[src/rtl/alu_decode_pkg.sv]
// Shared encodings for the decode unit: opcodes, funct codes, ALU classes and
// ALU control codes, plus the immediate sign-extension helper.
package alu_decode_pkg;

  localparam int DATA_W = 32;
  localparam int REG_W  = 5;

  localparam logic [5:0] OP_RTYPE = 6'b000000;
  localparam logic [5:0] OP_LW    = 6'b100011;
  localparam logic [5:0] OP_SW    = 6'b101011;
  localparam logic [5:0] OP_BEQ   = 6'b000100;
  localparam logic [5:0] OP_ADDI  = 6'b001000;
  localparam logic [5:0] OP_J     = 6'b000010;

  localparam logic [5:0] FN_ADD = 6'b100000;
  localparam logic [5:0] FN_SUB = 6'b100010;
  localparam logic [5:0] FN_AND = 6'b100100;
  localparam logic [5:0] FN_OR  = 6'b100101;
  localparam logic [5:0] FN_NOR = 6'b100111;
  localparam logic [5:0] FN_SLT = 6'b101010;
  localparam logic [5:0] FN_SLL = 6'b000000;
  localparam logic [5:0] FN_SRL = 6'b000010;

  localparam logic [1:0] ALUOP_ADD   = 2'b00;
  localparam logic [1:0] ALUOP_SUB   = 2'b01;
  localparam logic [1:0] ALUOP_RTYPE = 2'b10;
  localparam logic [1:0] ALUOP_RSVD  = 2'b11;

  localparam logic [3:0] CTR_AND  = 4'b0000;
  localparam logic [3:0] CTR_OR   = 4'b0001;
  localparam logic [3:0] CTR_ADD  = 4'b0010;
  localparam logic [3:0] CTR_SUB  = 4'b0110;
  localparam logic [3:0] CTR_SLT  = 4'b0111;
  localparam logic [3:0] CTR_SLL  = 4'b1000;
  localparam logic [3:0] CTR_SRL  = 4'b1001;
  localparam logic [3:0] CTR_NOR  = 4'b1100;
  localparam logic [3:0] CTR_NONE = 4'b1111;

  function automatic logic signed [DATA_W-1:0] sign_ext(input logic [15:0] imm);
    return {{(DATA_W-16){imm[15]}}, imm};
  endfunction

endpackage

[src/rtl/alu_core.sv]
// 32-bit combinational ALU; unknown control codes yield zero.
module alu_core
  import alu_decode_pkg::*;
(
  input  logic signed [DATA_W-1:0] a,
  input  logic signed [DATA_W-1:0] b,
  input  logic        [REG_W-1:0]  shamt,
  input  logic        [3:0]        ctr,
  output logic        [DATA_W-1:0] result
);

  always_comb begin
    result = '0;
    case (ctr)
      CTR_AND: result = a & b;
      CTR_OR:  result = a | b;
      CTR_ADD: result = a + b;
      CTR_SUB: result = a - b;
      CTR_NOR: result = ~(a | b);
      CTR_SLT: result = {{(DATA_W-1){1'b0}}, (a < b)};
      CTR_SLL: result = b << shamt;
      CTR_SRL: result = $unsigned(b) >> shamt;
      default: result = '0;
    endcase
  end

endmodule

[src/rtl/alu_decode_unit.sv]
// Single-cycle main decode + ALU control + ALU, all outputs registered once.
// Define ALU_SHIFT_EN to enable the sll/srl funct codes.
module alu_decode_unit
  import alu_decode_pkg::*;
(
  input  logic              clk,
  input  logic              rst_n,
  input  logic [DATA_W-1:0] inst,
  input  logic [DATA_W-1:0] src_data,
  input  logic [DATA_W-1:0] rt_data,
  output logic [1:0]        alu_op,
  output logic              reg_dst,
  output logic              reg_wrt,
  output logic              mem_read,
  output logic              mem_wrt,
  output logic              mem_reg,
  output logic              alu_src,
  output logic              branch,
  output logic              jump,
  output logic [REG_W-1:0]  rs,
  output logic [REG_W-1:0]  rt,
  output logic [REG_W-1:0]  rd,
  output logic [REG_W-1:0]  shamt,
  output logic [5:0]        funct,
  output logic [3:0]        alu_ctr,
  output logic [DATA_W-1:0] alu_out,
  output logic              zf
);

  logic [1:0] alu_op_p0;
  logic reg_dst_p0, reg_wrt_p0, mem_read_p0, mem_wrt_p0;
  logic mem_reg_p0, alu_src_p0, branch_p0, jump_p0;
  logic [3:0] alu_ctr_p0;
  logic signed [DATA_W-1:0] opb_p0;
  logic [DATA_W-1:0] result_p0;

  // Stage p0: combinational decode and execute
  always_comb begin
    alu_op_p0   = ALUOP_ADD;
    reg_dst_p0  = 1'b0;
    reg_wrt_p0  = 1'b0;
    mem_read_p0 = 1'b0;
    mem_wrt_p0  = 1'b0;
    mem_reg_p0  = 1'b0;
    alu_src_p0  = 1'b0;
    branch_p0   = 1'b0;
    jump_p0     = 1'b0;
    case (inst[31:26])
      OP_RTYPE: begin reg_dst_p0 = 1'b1; reg_wrt_p0 = 1'b1; alu_op_p0 = ALUOP_RTYPE; end
      OP_LW: begin
        alu_src_p0 = 1'b1; mem_reg_p0 = 1'b1; reg_wrt_p0 = 1'b1; mem_read_p0 = 1'b1;
      end
      OP_SW:    begin alu_src_p0 = 1'b1; mem_wrt_p0 = 1'b1; end
      OP_BEQ:   begin branch_p0 = 1'b1; alu_op_p0 = ALUOP_SUB; end
      OP_ADDI:  begin alu_src_p0 = 1'b1; reg_wrt_p0 = 1'b1; end
      OP_J:     jump_p0 = 1'b1;
      default:  ;
    endcase
  end

  always_comb begin
    alu_ctr_p0 = CTR_ADD;
    case (alu_op_p0)
      ALUOP_SUB: alu_ctr_p0 = CTR_SUB;
      ALUOP_RTYPE: begin
        case (inst[5:0])
          FN_ADD:  alu_ctr_p0 = CTR_ADD;
          FN_SUB:  alu_ctr_p0 = CTR_SUB;
          FN_AND:  alu_ctr_p0 = CTR_AND;
          FN_OR:   alu_ctr_p0 = CTR_OR;
          FN_NOR:  alu_ctr_p0 = CTR_NOR;
          FN_SLT:  alu_ctr_p0 = CTR_SLT;
`ifdef ALU_SHIFT_EN
          FN_SLL:  alu_ctr_p0 = CTR_SLL;
          FN_SRL:  alu_ctr_p0 = CTR_SRL;
`endif
          default: alu_ctr_p0 = CTR_NONE;
        endcase
      end
      default: alu_ctr_p0 = CTR_ADD;
    endcase
  end

  assign opb_p0 = alu_src_p0 ? sign_ext(inst[15:0]) : $signed(rt_data);

  alu_core u_alu_core (
    .a      ($signed(src_data)),
    .b      (opb_p0),
    .shamt  (inst[10:6]),
    .ctr    (alu_ctr_p0),
    .result (result_p0)
  );

  // Stage p1: output registers; reset clears everything including the datapath
  always_ff @(posedge clk or negedge rst_n) begin
    if (!rst_n) begin
      alu_op   <= '0;
      reg_dst  <= 1'b0;
      reg_wrt  <= 1'b0;
      mem_read <= 1'b0;
      mem_wrt  <= 1'b0;
      mem_reg  <= 1'b0;
      alu_src  <= 1'b0;
      branch   <= 1'b0;
      jump     <= 1'b0;
      rs       <= '0;
      rt       <= '0;
      rd       <= '0;
      shamt    <= '0;
      funct    <= '0;
      alu_ctr  <= '0;
      alu_out  <= '0;
      zf       <= 1'b0;
    end else begin
      alu_op   <= alu_op_p0;
      reg_dst  <= reg_dst_p0;
      reg_wrt  <= reg_wrt_p0;
      mem_read <= mem_read_p0;
      mem_wrt  <= mem_wrt_p0;
      mem_reg  <= mem_reg_p0;
      alu_src  <= alu_src_p0;
      branch   <= branch_p0;
      jump     <= jump_p0;
      rs       <= inst[25:21];
      rt       <= inst[20:16];
      rd       <= inst[15:11];
      shamt    <= inst[10:6];
      funct    <= inst[5:0];
      alu_ctr  <= alu_ctr_p0;
      alu_out  <= result_p0;
      zf       <= (result_p0 == '0);
    end
  end

endmodule

[config.mk]
export PLATFORM = sky130hd
export DESIGN_NAME = alu_decode_unit
export DESIGN_NICKNAME = d
export VERILOG_FILES = /design/src/rtl/alu_decode_pkg.sv /design/src/rtl/alu_core.sv /design/src/rtl/alu_decode_unit.sv
export SDC_FILE = /design/constraint.sdc
export NUM_CORES = 1
export LEC_CHECK = 0
export ABC_AREA = 1
export CORE_MARGIN = 2
export CORE_UTILIZATION = 34
export CTS_CLUSTER_DIAMETER = 150
export CTS_CLUSTER_SIZE = 40
export DETAILED_ROUTE_END_ITERATION = 6
export GPL_TIMING_DRIVEN = 0
export SLEW_MARGIN = 20
export SYNTH_ARGS = -nofsm -noshare
export SYNTH_HDL_FRONTEND = slang
export SYNTH_SLANG_ARGS = --single-unit
[constraint.sdc]
create_clock -name clk -period 0.8 [get_ports clk]
set_input_delay 0.16 -clock clk [delete_from_list [all_inputs] [get_ports clk]]
set_output_delay 0.16 -clock clk [all_outputs]
set_load 0.01 [all_outputs]
# [After elaboration in Yosys (flattened, before gate mapping)]
# Cells that the tools add are included.
[totals] elab_cells=61 inputBits=98 regBits=72
[op_classes] reduce_logical=5 shifts=2 add_sub_neg=2 eq_ne=20 n_bitwise=3 mux=12 magnitude_cmp=1
[ops] cell="one-hot mux 32 bit (8 select lines)" n=1
[ops] cell="equality test 6 bit (second input constant)" n=8
[ops] cell="adder 32 bit" n=1
[ops] cell="AND 32 bit" n=1
[ops] cell="zero test 32 bit" n=1
[ops] cell="< comparator 32 bit" n=1
[ops] cell="two-way mux 32 bit" n=1
[ops] cell="inverter 32 bit" n=1
[ops] cell="OR 32 bit" n=1
[ops] cell="left shift 32 x 5 -> 32 bit" n=1
[ops] cell="right shift 32 x 5 -> 32 bit" n=1
[ops] cell="subtractor 32 bit" n=1
[ops] cell="one-hot mux 4 bit (6 select lines)" n=1
[ops] cell="equality test 4 bit (second input constant)" n=3
[ops] cell="equality test 4 x 3 -> 1 bit (second input constant)" n=2
[ops] cell="one-hot mux 4 bit (2 select lines)" n=1
[ops] cell="two-way mux 1 bit" n=7
[ops] cell="equality test 6 x 2 -> 1 bit (second input constant)" n=1
[ops] cell="equality test 6 x 3 -> 1 bit (second input constant)" n=1
[ops] cell="equality test 6 x 4 -> 1 bit (second input constant)" n=1
[ops] cell="zero test 6 bit" n=1
[ops] cell="OR reduction 3 bit" n=2
[ops] cell="equality test 4 x 1 -> 1 bit (second input constant)" n=1
[ops] cell="equality test 4 x 2 -> 1 bit (second input constant)" n=1
[ops] cell="other kinds (4)" n=4

# [Depth between registers and ports, before layout]
# Gate-level depths: netlist of the first run.
[depth] ltp_word=8 depth_mapped=32 ltp_nobuf=29

# [Modules after synthesis]
# From an unflattened synthesis of the first run, not the netlist that was laid out.
[hier_totals] cells_unflattened=2253 hier_area_um2=12473.2
[modules_own_cells] module="alu_core" area_each_um2=9865.7 seq_area_each_um2=0.0 instances=1 cells_each=2011
[modules_own_cells] module="alu_decode_unit" area_each_um2=2607.5 seq_area_each_um2=1776.7 instances=1 cells_each=242

# [Worst setup path after synthesis of the first run]
# Ideal clock, no wire load.
[synth_timing] path_type="input to register" from="in inst[27]" to="reg zf" t_arrival_ps=3228 setup_time_ps=71 path_stages=28 path_slack_ps=-2499 cell_sequence="inv_1 > nor2_1 > nand3_1 > nor3_1 > nor2_1 > nand2_1 > clkbuf_1 > clkbuf_1 > nand2_1 > o21ai_0 > inv_1 > ha_1 > nand2_1 > nor2_1 > inv_1 > nor3_1 > nand2_1 > nand2_1 > nand2_1 > nand2_1 > nand2_1 > nand3_1 > nand3_1 > nor2_1 > nand2_1 > nor2_1 > nand2_1 > nor2_1"
[synth_between] elab_chain_cells=8
[synth_lines] element="start, declared" line_no="alu_decode_unit.sv:8" text="input logic [DATA_W-1:0] inst,"
[synth_lines] element="equality test 6 x 4 -> 1 bit / equality test 6 bit (equally long branches)" line_no="alu_decode_unit.sv:48" text="case (inst[31:26])"
[synth_lines] element="OR reduction 3 bit (no line) *"
[synth_lines] element="two-way mux 1 bit *" line_no="alu_decode_unit.sv:48"
[synth_lines] element="named net alu_src_p0" line_no="alu_decode_unit.sv:32" text="logic mem_reg_p0, alu_src_p0, branch_p0, jump_p0;"
[synth_lines] element="two-way mux 32 bit *" line_no="alu_decode_unit.sv:84" text="assign opb_p0 = alu_src_p0 ? sign_ext(inst[15:0]) : $signed(rt_data);"
[synth_lines] element="parallel branches: the longest is 2 deep, another holds subtractor 32 bit"
[synth_lines] element="one-hot mux 32 bit (8 select lines) *" line_no="alu_core.sv:14" text="case (ctr)"
[synth_lines] element="named net result_p0[30]" line_no="alu_decode_unit.sv:35" text="logic [DATA_W-1:0] result_p0;"
[synth_lines] element="zero test 32 bit *" line_no="alu_decode_unit.sv:131" text="zf <= (result_p0 == '0);"
[synth_lines] element="end signal, assigned" line_no="alu_decode_unit.sv:131"
[synth_lines] element="end, declared" line_no="alu_decode_unit.sv:27" text="output logic zf"
# Mark *: on every way through the listed nets, which the timed path passes.

# [Worst setup path after layout of the first run]
[layout_timing] from="in inst[27]" to="reg zf"
[layout_between] elab_chain_cells=8
[layout_lines] element="parallel branches: the longest is 6 deep, another holds subtractor 32 bit"
[layout_lines] element="one-hot mux 32 bit (8 select lines) *" line_no="alu_core.sv:14"
[layout_lines] element="named net result_p0[0]" line_no="alu_decode_unit.sv:35"
[layout_lines] element="zero test 32 bit *" line_no="alu_decode_unit.sv:131"
# Marks and branches as above.

==> flow_summary.yaml, run 1 <==
power:
  p_comb_frac: 0.584
  power_switching_w: 0.00841
  p_seq_frac: 0.214
  clkPwrFrac: 0.201
  irDropWorstVdd_mv: 1.11
  p_leak_nw: 8.33
  p_sw_frac: 0.437
  power.density_mw_per_mm2: 1190
  p_int_w: 0.0108
status:
  status: "finished with violations"
  violations: "hold timing, setup timing"
critical_path:
  path_max_fanout: 10
  crit_path_end: "zf"
  crit_top_cell: "buf_6"
  end_kind: "register"
  worstPathArrival_ns: 3.49
  required_ns: 1.05
  slowest_delay_ns: 0.65
  slowest_stage: "nor3_1"
  crit_path_start: "inst[27]"
  critPathLaunchType: "primary input"
  critPathKind: "in2reg"
synthesis:
  synth_top_area_cell: "nand2_1"
  synth_top_family_by_area: "simple AND/OR/NAND/NOR gates"
  ys_warn_count: 0
  synth_cells: 1643
  synth_xor_area_frac: 0.0120
  ys_seq_elements: 71
  synth_area_leaders: "nand2_1 21%, dfrtp_1 19%, ha_1 14%, inv_1 13%, nand3_1 7.7%"
  syn-cell-area_mm2: 0.00946
  synthDistinctLibCells: 35
  syn_avg_cell_area_um2: 5.75
  synthAdderAreaFrac: 0.147
  ys_seq_area_frac: 0.188
  synth-async-reset-ratio: 1.00
  synthDominantCellAreaShare: 0.209
  synthMuxAreaShare: 0
  synth-edff-count: 0
  synthFlopType: "dfrtp_1"
  synth-compound-area-share: 0.0636
  synth_nets: 1851
  yosys.area_share.simple: 0.426
floorplan:
  initial_core_util: 0.343
  die_w_um: 171
  ioPinCount: 171
  die_area_mm2: 0.0292
  die_h_um: 171
  std_cell_rows: 61
  core_area_mm2: 0.0276
placement:
  port_buffers: 170
  dp.cells: 2192
  dpl.hpwl_um: 33300
  finalWeightedCongestion: 0.995
  pre_cts_slack_ns: -4.09
  place_area_mm2: 0.0122
layout:
  postLayoutCoreUtil: 0.587
  final_nets: 2197
  largest_register_ffs: 32
  instances_no_fill: 2372
  drive_gt1_frac: 0.419
  diodes: 0
  layout-area-overhead-vs-synth_pct: 70.9
  stdcell_area_mm2: 0.0162
  reg.largest.list: "alu_out (32), funct (6)"
  top_register: "alu_out"
sta:
  setup_ws_ns: -2.44
  grt_setup_unrepaired: "yes"
  worstMarginPinSlew_ns: 0.739
  setup_viol: 114
  fin_crit_sh: 4.05
  maxSlewHeadroom: 0.504
  hold_viol_final: 26
  fmax_mhz: 308
  fin_hold_ws_ns: -0.292
  drv_slew: 0
  period_needed_ns: 3.24
global_route:
  antenna_found_initial: 0
  grt_max_degree: 47
  grt-ovfl-total: 0
  grt_pass1_vias: 11047
  track_usage: 0.294
  grt_pass1_wl_um: 64200
cts:
  cts_root_buf: "clkbuf_16"
  cts_tree: "yes"
  clkTransAtPathRegs_ns: 0.07
  clkSinkCount: 71
  cts_buffers: 9
  cts.htree.levels: 3
  cts_buffer_depth: 2
  postCtsHoldBufs: 1
drt:
  drt-pass1-iter-count: 5
  drt-initial-drc-count: 948
  wl_per_cell_um: 18.7
  drtAntennaViolNets: 0
  drc: 0
  via_per_inst: 5.00
  vias: 11859
  wl_um: 44400
flow_run:
  maxCapViolations: 0
worst_hold_path:
  hold_class: "in2async"
## what timing repair did
item                       CTS  global route
setup endpoints to repair  116           114
resized for setup          803           245
hold endpoints to repair    27            26
setup buffers              131            45
pin swaps                  137           109
cloned                       2             2
## cells in the final DEF (no fill, tap or decap), types with 9 or more instances in the layout
master           count
a21oi_2             20
nand3_4             23
o21ai_1             13
nand4_1             43
inv_4                9
ha_4                23
nor2_1             103
nor2_2              37
nand2_2            119
buf_4              116
o21ai_2             20
o21ai_0             11
clkdlybuf4s50_1     84
a21oi_1             18
ha_1                79
nand2_1            369
nand3_2             79
nor2_4              41
nor3_4              12
buf_2               58
o21ai_4             11
inv_2               48
clkbuf_16           16
nand2_4             36
dfrtp_1             71
inv_1              286
buf_6               86
xor2_1              11
nand3_1             46
## worst max-delay path: cells and delay by family
kind	cells	cell delay, ns
adder cells (fa/ha/maj)	1	0.19
AO/OA/AOI/OAI	1	0.09
buffers and inverters	12	1.49
AND/OR/NAND/NOR	11	1.56
## Yosys cell counts, types with 8 or more instances
cell / n
nor3_1: 23
nor2_1: 175
nand3_1: 145
nand4_1: 43
a21oi_1: 44
inv_1: 338
o21ai_0: 55
buf_2: 22
nand2_1: 526
dfrtp_1: 71
ha_1: 108
xor2_1: 12
clkbuf_1: 16
inv_2: 8
## how the worst min path moves through the flow
stage / from / slack, ns / endpoint
floorplan: rst_n / -0.14 / alu_ctr[0]
global placement: inst[24] / 0.61 / rs[3]
detailed placement: rst_n / 0.11 / alu_out[8]
CTS: rst_n / -0.28 / alu_out[8]
global route: rst_n / -0.27 / alu_out[8]
finish: rst_n / -0.29 / alu_out[8]
## final cells by class
cell class | instances | area, µm²
repair buffers | 340 | 3000
well taps | 378 | 473
inverters | 346 | 1340
clock inverters | 5 | 33.8
clock buffers | 11 | 243
plain buffers | 41 | 577
multi-input cells | 1180 | 8720
fillers | 2588 | 11400
flip-flops and latches | 71 | 1780
## power groups by stage
stage,Clock (W),Combinational [W],Sequential [W]
3_5_place_dp,0,0.00788,0.00419
5_1_grt,0.00410,0.0120,0.00416
6_report,0.00387,0.0112,0.00412
4_1_cts,0.00394,0.00985,0.00411
2_1_floorplan,0,0.00449,0.00442
3_3_place_gp,0,0.00784,0.00418
## metrics by stage
| stage | setup TNS, ns | power, W |
|---|---|---|
| 2_1_floorplan | -56.67 | 0.00891 |
| 3_3_place_gp | -335.57 | 0.0120 |
| 3_5_place_dp | -127.39 | 0.0121 |
| 4_1_cts | -80.76 | 0.0179 |
| 5_1_grt | -90.93 | 0.0203 |
| 6_report | -85.75 | 0.0192 |
## per-layer routing
layer  vias up  wire [µm]  GRT usage
met4         0        862     0.0602
met1      5622      20500      0.417
li1       5719          -          -
met5         -          0          0
met2       464      20200      0.476
met3        54       2860     0.0398
## cell families after synthesis
family,count (synthesis)
AOI/OAI and AO/OA,110
xor gates and xnor gates,13
adders and majority gates,110
buffers and inverters,392
DFF,71
and+or+nand+nor,947
(Power assumes the default switching activity.)
==> inputs of run 2 (changes only) <==
CORE_MARGIN = unset   (was 2)
RECOVER_POWER = 50   (was unset)
==> run 2 against run 1 <==
Effect of this change:
- the flow still finishes with violations (hold timing, setup timing)
- combinational power barely moved
- global-route usage fell by 0.38 points
- critical endpoint unchanged
- total power rose by 2.4%
- highest routed layer unchanged
- via count fell by 1.4%
- utilization fell by 0.31 points
- sequential power barely moved
- die area fell by 2.3%
- critical path type unchanged
- design area fell by 2.2%
==> flow_summary.yaml, run 2 (same netlist as run 1, synthesis figures left out) <==
status:
  status: "finished with violations"
  violations: "hold timing, setup timing"
placement:
  port_buffers: 170
  finalWeightedCongestion: 0.981
  pre_cts_slack_ns: -4.02
  dpl.hpwl_um: 33000
power:
  p_comb_frac: 0.560
  irDropWorstVdd_mv: 1.09
  power.density_mw_per_mm2: 1250
  clkPwrFrac: 0.231
  p_int_w: 0.0113
  p_sw_frac: 0.427
  p_seq_frac: 0.208
  power_switching_w: 0.00841
  p_leak_nw: 8.18
critical_path:
  worstPathArrival_ns: 3.49
  required_ns: 1.08
  crit_top_cell: "nand2_1"
  crit_buf_inv: 8
  slowest_delay_ns: 0.25
  end_kind: "register"
  crit_family: "simple AND/OR/NAND/NOR gates"
  slowest_stage: "ha_4"
  critPathKind: "in2reg"
  path_max_fanout: 8
  critPathLaunchType: "primary input"
drt:
  wl_per_cell_um: 18.3
  via_per_inst: 5.00
  drc: 0
  drt-initial-drc-count: 919
  vias: 11691
  wl_um: 42700
  drt-pass1-iter-count: 5
  drtAntennaViolNets: 0
sta:
  drv_slew: 0
  maxSlewHeadroom: 0.466
  fmax_mhz: 311
  worstMarginPinSlew_ns: 0.794
  setup_viol: 112
  fin_crit_sh: 4.02
  hold_viol_final: 17
  setup_ws_ns: -2.41
  grt_setup_unrepaired: "yes"
  fin_hold_ws_ns: -0.239
  period_needed_ns: 3.21
global_route:
  antenna_found_initial: 0
  gr-usage-met1: 0.405
  grt_pass1_wl_um: 62200
  grt_max_degree: 55
  top_usage_layer: "met2"
  grt_pass1_vias: 10938
  track_usage: 0.290
  grt_use_met2: 0.464
  grt-ovfl-total: 0
  grtUsageMet3: 0.0479
layout:
  layout_commonest_cell: "nand2_1"
  fillers: 2500
  layout-area-overhead-vs-synth_pct: 67.2
  postLayoutCoreUtil: 0.583
  reg.largest.list: "alu_out (32), funct (6)"
  top_register: "alu_out"
  drive_gt1_frac: 0.399
  final_nets: 2169
  final_cell_mix: "371 x nand2_1, 286 x inv_1, 111 x buf_4, 110 x nand2_2, 108 x nor2_1"
  largest_register_ffs: 32
  diodes: 0
floorplan:
  die_w_um: 169
  core_area_mm2: 0.0271
  initial_core_util: 0.349
  std_cell_rows: 60
  die_h_um: 169
  ioPinCount: 171
  die_area_mm2: 0.0285
cts:
  cts_tree: "yes"
  cts_buffers: 9
  cts_root_buf: "clkbuf_16"
  clkTransAtPathRegs_ns: 0.06
  cts_buffer_depth: 2
  cts.htree.levels: 3
  clkSinkCount: 71
flow_run:
  maxCapViolations: 0
worst_hold_path:
  hold_class: "in2async"
[run 2: layer usage]
metal / vias up / wire [µm]
met2: 396 / 19400
met4: 0 / 1000
met1: 5568 / 19100
met5: - / 0
met3: 68 / 3230
li1: 5659 / -
[run 2: layout make-up]
| class | instances | area, µm² | area share |
|---|---|---|---|
| Multi-Input combinational cell | 1180 | 8670 | 0.548 |
| Timing Repair Buffer | 310 | 2640 | 0.167 |
| Sequential cell | 71 | 1780 | 0.112 |
| Inverter | 346 | 1330 | 0.0841 |
| Buffer | 43 | 607 | 0.0384 |
| Tap cell | 372 | 465 | 0.0294 |
| Clock buffer | 9 | 225 | 0.0142 |
| Clock inverter | 7 | 103 | 0.00649 |
[run 2: worst paths after layout]
kind,from,end,slack [ns],cells after the start
max in group asynchronous,rst_n,alu_out[29],0.18,2
worst min-delay path,rst_n,alu_out[8],-0.24,1
worst max-delay path,inst[30],zf,-2.41,28
min in group clk,inst[31],jump,0.07,2
[run 2: power groups by stage]
stage,sequential [W],clock (W),combinational [W]
CTS,0.00410,0.00462,0.00952
global placement,0.00418,0,0.00787
floorplan,0.00442,0,0.00449
global route,0.00415,0.00478,0.0119
finish,0.00410,0.00455,0.0110
detailed placement,0.00418,0,0.00791
[run 2: per-stage QoR]
step / hold WS (ns) / setup TNS, ns / power (W) / cell area [µm²] / std cells
floorplan: -0.136 / -56.67 / 0.00891 / 10000 / 1643
global placement: 0.607 / -325.51 / 0.0120 / 12200 / 2185
detailed placement: 0.0560 / -126.35 / 0.0121 / 12200 / 2186
CTS: -0.315 / -78.23 / 0.0182 / 14500 / 2291
global route: -0.214 / -85.95 / 0.0208 / 15800 / 2338
finish: -0.239 / -79.52 / 0.0197 / 15800 / 2338
[run 2: repair_timing]
item                                    4_1_cts  5_1_grt
gates resized for setup                     753      250
endpoints found under the setup margin      117      112
setup buffers                                93       49
endpoints found under the hold margin        19       17
pin swaps                                    86      115
cloned                                        1        0
